--- src/rtl/if_stage.sv ---
// Instruction fetch: pre-IF address generation and IF stage with a one-entry instruction hold buffer.
// Latency: an instruction is presented to decode one cycle after its SRAM read is issued.
// Backpressure: ds_allowin low blocks new fetches; the returned word is parked in inst_buf until handoff.
module if_stage (
    input  logic        clk,
    input  logic        resetn,
    input  logic        ds_allowin,
    input  logic [33:0] br_bus,
    output logic        fs_to_ds_valid,
    output logic [63:0] fs_to_ds_bus,
    output logic        inst_sram_en,
    output logic [3:0]  inst_sram_we,
    output logic [31:0] inst_sram_addr,
    output logic [31:0] inst_sram_wdata,
    input  logic [31:0] inst_sram_rdata
);
    localparam logic [31:0] RESET_PC = 32'h1BFF_FFFC;

    typedef struct packed {
        logic        stall;
        logic        taken;
        logic [31:0] target;
    } br_t;

    br_t         br;
    logic        to_fs_valid;
    logic        fs_valid;
    logic [31:0] fs_pc;
    logic [31:0] inst_buf;
    logic        inst_buf_valid;
    logic        fs_ready_go;
    logic        fs_allowin;
    logic        fetch;
    logic [31:0] seq_pc;
    logic [31:0] nextpc;
    logic [31:0] fs_inst;
    logic        buf_clear;
    logic        buf_capture;

    assign br          = br_t'(br_bus);
    assign fs_ready_go = 1'b1;
    assign seq_pc      = fs_pc + 32'd4;
    assign nextpc      = br.taken ? br.target : seq_pc;
    assign fs_allowin  = !fs_valid || (fs_ready_go && ds_allowin) || br.taken;
    assign fetch       = to_fs_valid && fs_allowin && !br.stall;

    assign inst_sram_en    = fetch;
    assign inst_sram_we    = 4'h0;
    assign inst_sram_addr  = nextpc;
    assign inst_sram_wdata = 32'h0;

    // A taken branch means the instruction in IF is wrong-path, so it is never offered.
    assign fs_inst        = inst_buf_valid ? inst_buf : inst_sram_rdata;
    assign fs_to_ds_valid = fs_valid && fs_ready_go && !br.taken;
    assign fs_to_ds_bus   = {fs_inst, fs_pc};

    assign buf_clear   = (fs_valid && ds_allowin) || br.taken || fetch;
    assign buf_capture = fs_valid && !ds_allowin && !br.taken && !inst_buf_valid;

    always_ff @(posedge clk or negedge resetn) begin
        if (!resetn) begin
            to_fs_valid <= 1'b0;
        end else begin
            to_fs_valid <= 1'b1;
        end
    end

    // br_stall freezes the whole IF stage, including a pending handoff.
    always_ff @(posedge clk or negedge resetn) begin
        if (!resetn) begin
            fs_valid <= 1'b0;
            fs_pc    <= RESET_PC;
        end else if (!br.stall) begin
            if (fetch) begin
                fs_valid <= 1'b1;
                fs_pc    <= nextpc;
            end else if (fs_valid && ds_allowin) begin
                fs_valid <= 1'b0;
            end
        end
    end

    // SRAM data is only valid for one cycle, so it is captured the first cycle decode refuses it.
    always_ff @(posedge clk or negedge resetn) begin
        if (!resetn) begin
            inst_buf_valid <= 1'b0;
            inst_buf       <= 32'h0;
        end else if (!br.stall) begin
            if (buf_clear) begin
                inst_buf_valid <= 1'b0;
            end else if (buf_capture) begin
                inst_buf_valid <= 1'b1;
                inst_buf       <= inst_sram_rdata;
            end
        end
    end
endmodule
--- config.mk ---
export PLATFORM = sky130hd
export DESIGN_NAME = if_stage
export DESIGN_NICKNAME = d
export VERILOG_FILES = /design/src/rtl/if_stage.sv
export SDC_FILE = /design/constraint.sdc
export NUM_CORES = 1
export LEC_CHECK = 0
export ABC_AREA = 1
export BUFFER_PORTS_ARGS = -buffer_cell sky130_fd_sc_hd__buf_2
export CORE_MARGIN = 10
export CORE_UTILIZATION = 45
export DETAILED_ROUTE_END_ITERATION = 8
export PLACE_DENSITY = 0.77
export SLEW_MARGIN = 40
export SYNTH_ARGS = -nofsm -noshare
export SYNTH_HDL_FRONTEND = slang
export SYNTH_SLANG_ARGS = --single-unit
--- constraint.sdc ---
create_clock -name clk -period 2.3 [get_ports clk]
set_input_delay 0.46 -clock clk [delete_from_list [all_inputs] [get_ports clk]]
set_output_delay 0.46 -clock clk [all_outputs]
set_load 0.1 [all_outputs]
==> qor.txt <==
count of final setup violators - 27
combinational family with the most area after synthesis - simple AND/OR/NAND/NOR gates
maximum vdd drop - 525 uV
Avg WL per Cell - 18.1 um
GRT overflow - 0
multiplexer share of the synthesized area - 0%
area of the multi-input gates - 2980 sq um
core footprint - 9860 sq um
Leak - 3.78 nW
Clk Latency, worst-skew pair - 0.36 ns
Core Util, Final - 79.4%
MaxCap Viol Count - 0
Area after DPL - 6980 sq um
final period utilization - 118%
area of the mapped netlist - 4580 sq um
Num CTS Buffers - 9
total routed wirelength - 18800 um
largest net degree at the start of global routing - 37
Least-Margin Pin Slew - 0.515 ns
CP dominant cell by count - nand2_1
Clock Path Buffers - 2
dpl ws - -0.0467 ns
xor/xnor share of the synthesized area - 0.382%
Area growth syn-to-layout - 70.7%
H-tree levels - 3
vias in the first global route - 5342
CP peak stage delay - 0.67 ns
predominant post-synthesis flop cell - dfrtp_1
final net count - 971
Max transition margin - 65.9%
Cells after Synth - 675
post-route ant nets - 0
critical path class - flip-flop to output port
Fillers - 619
fin worst setup slack - -0.415 ns
Cell Rows - 36
Initial Util - 46.5%
post-route setup TNS - -8.22 ns
most numerous cell in the Yosys netlist - nand2_1
number of top-level pins - 203
adder-cell share of the synthesized area - 0.273%
PD cells - 904 nW/um^2
outcome - complete, but fails checks
root buf cell - clkbuf_8
global-route wire length before repair - 27600 um
Seq cells post-synth - 67
top cells by area, synth - dfrtp_1 22%, nand2_1 19%, dfstp_2 15%
post-synthesis sequential area ratio - 37.3%
Netlist cell types - 32
TritonCTS clock tree - yes
clock sinks - 67
Pre-Repair DR Iteration Count - 5
hold_buf cts - 0
Commonest cells post-synth - 238 x nand2_1, 68 x inv_1, 53 x nand3_1
CP required - 1.84 ns
Synth area leader - dfrtp_1
DIE WIDTH - 121 um
violated checks - negative setup slack
Detailed Place HPWL - 12300 um
CTS clk-pin slew, worst paths - 0.09 ns
crit-path max FO - 3
Final Hold Viols - 0
Async SR Flop Fraction - 100%
PortBufs - 166
Total GRT Usage - 23.4%
startpoint types - flip-flop
post-layout instance area - 7830 sq um
RSZ-0062 raised after global routing - yes
1st-iter DRT viols - 457
CP cell instances - nand2_2 > nor2_4 > nand2_1 > buf_4 > nor2_4 > nand2_1 > nand2_1 > nand3_2 > and2_4 > buf_12
CP max-delay cell - dfstp_4
die area - 14600 sq um
R2R cell count - 12
DIE HEIGHT - 121 um
CP arrival - 2.26 ns
post-synthesis compound-gate area fraction - 13.2%
Simple-Gate Fraction of Synth Area - 33.8%
Residual DRC - 0
DR vias - 5476
syn_area_per_cell - 6.79 sq um
Yosys warnings - 0
Final Skew - 0.0137 ns
Reg area - 1800 sq um
layout cells sized above 1 - 49.9%
GPL Wtd Cong - 1.00
minimum clock period after layout - 2.72 ns
achievable frequency - 0.368 GHz
Synth top area share - 22.4%
vias per std cell - 5.27
Hold WC Path Type - input port to async pin
fin. max-slew vios - 0
CP Capture Type - output port
n_diodes - 0
initial antenna violation count - 1
Post-synth EDFFs - 0
## path summary, 6_finish.rpt
| kind | from | endpoint | slack (ns) |
|---|---|---|---|
| max reg2reg | fs_pc[2] | fs_pc[11] | 0.26 |
| min reg2reg | inst_buf[3] | inst_buf[3] | 0.48 |
| max | fs_pc[18] | inst_sram_addr[27] | -0.42 |
| min in group clk | inst_sram_rdata[27] | inst_buf[27] | 0.35 |
| max in group asynchronous | resetn | fs_pc[28] | 1.54 |
| min | resetn | fs_pc[0] | 0.06 |
## where the power goes
part	internal (W)	total (W)	switching [W]
Combinational	0.00121	0.00433	0.00311
Sequential	0.00157	0.00186	0.000282
Clock	0.000388	0.000895	0.000507
Total	0.00318	0.00708	0.00390
## sequential cells by signal (all words and copies together), names as in the netlist
name and cells:
inst_buf_valid 1, to_fs_valid 1, inst_buf 32, fs_pc 32
fs_valid 1
## area by class of cell
cell class / count / share of cell area [%]
Multi-Input combinational cell: 511 / 38.1
Timing Repair Buffer: 243 / 31.4
Sequential cell: 67 / 23.0
Inverter: 69 / 3.34
Tap cell: 133 / 2.13
Clock buffer: 11 / 1.68
Clock inverter: 5 / 0.368
## metal layers
| metal | up-vias | track usage [%] | share of wire (%) |
|---|---|---|---|
| met1 | 2525 | 25.3 | 35 |
| met3 | 79 | 9.87 | 13 |
| met5 | - | 0 | 0.069 |
| li1 | 2499 | - | - |
| met2 | 371 | 39.0 | 48 |
| met4 | 2 | 10.6 | 4.5 |
## through the flow
stage	hold slack [ns]	std cells	total power, W
finish	0.0644	1039	0.00708
global route	0.0861	1039	0.00735
CTS	0.0677	1031	0.00694
detailed placement	0.449	995	0.00590
global placement	0.441	995	0.00585
floorplan	0.164	710	0.00481
## worst max-delay path: cells and delay by family, from the launching register on
kind,cells,cell delay [ns]
buffers and inverters,2,0.32
AND/OR/NAND/NOR,8,0.89
flip-flops,1,0.67
## cell usage in the layout (no fill, tap or decap), types with 23 or more instances in the layout
cell and instances:
nand2_1 198, o21ai_2 26, o21ai_1 42, nand2_2 31, buf_4 65, buf_2 101
buf_12 68, dfrtp_1 39, dfstp_4 23, nor2_4 23, nand3_1 34, conb_1 37
inv_1 65
## logic make-up (layout without fill, tap and decap cells)
| kind of cell | after synthesis | in the layout |
|---|---|---|
| and+or+nand+nor | 370 | 370 |
| buffers and inverters | 132 | 328 |
| AOI/OAI and AO/OA | 101 | 101 |
| DFF | 67 | 67 |
| other | 2 | 37 |
| xor gates and xnor gates | 2 | 2 |
| adders and majority gates | 1 | 1 |
## what timing repair did
item                                    4_1_cts  5_1_grt
pin swaps                                    29       20
endpoints found under the setup margin       38       27
setup buffers                                20        9
cloned                                        0        0
gates resized for setup                      90       41
Note: power is estimated with default switching activity, not from simulation.
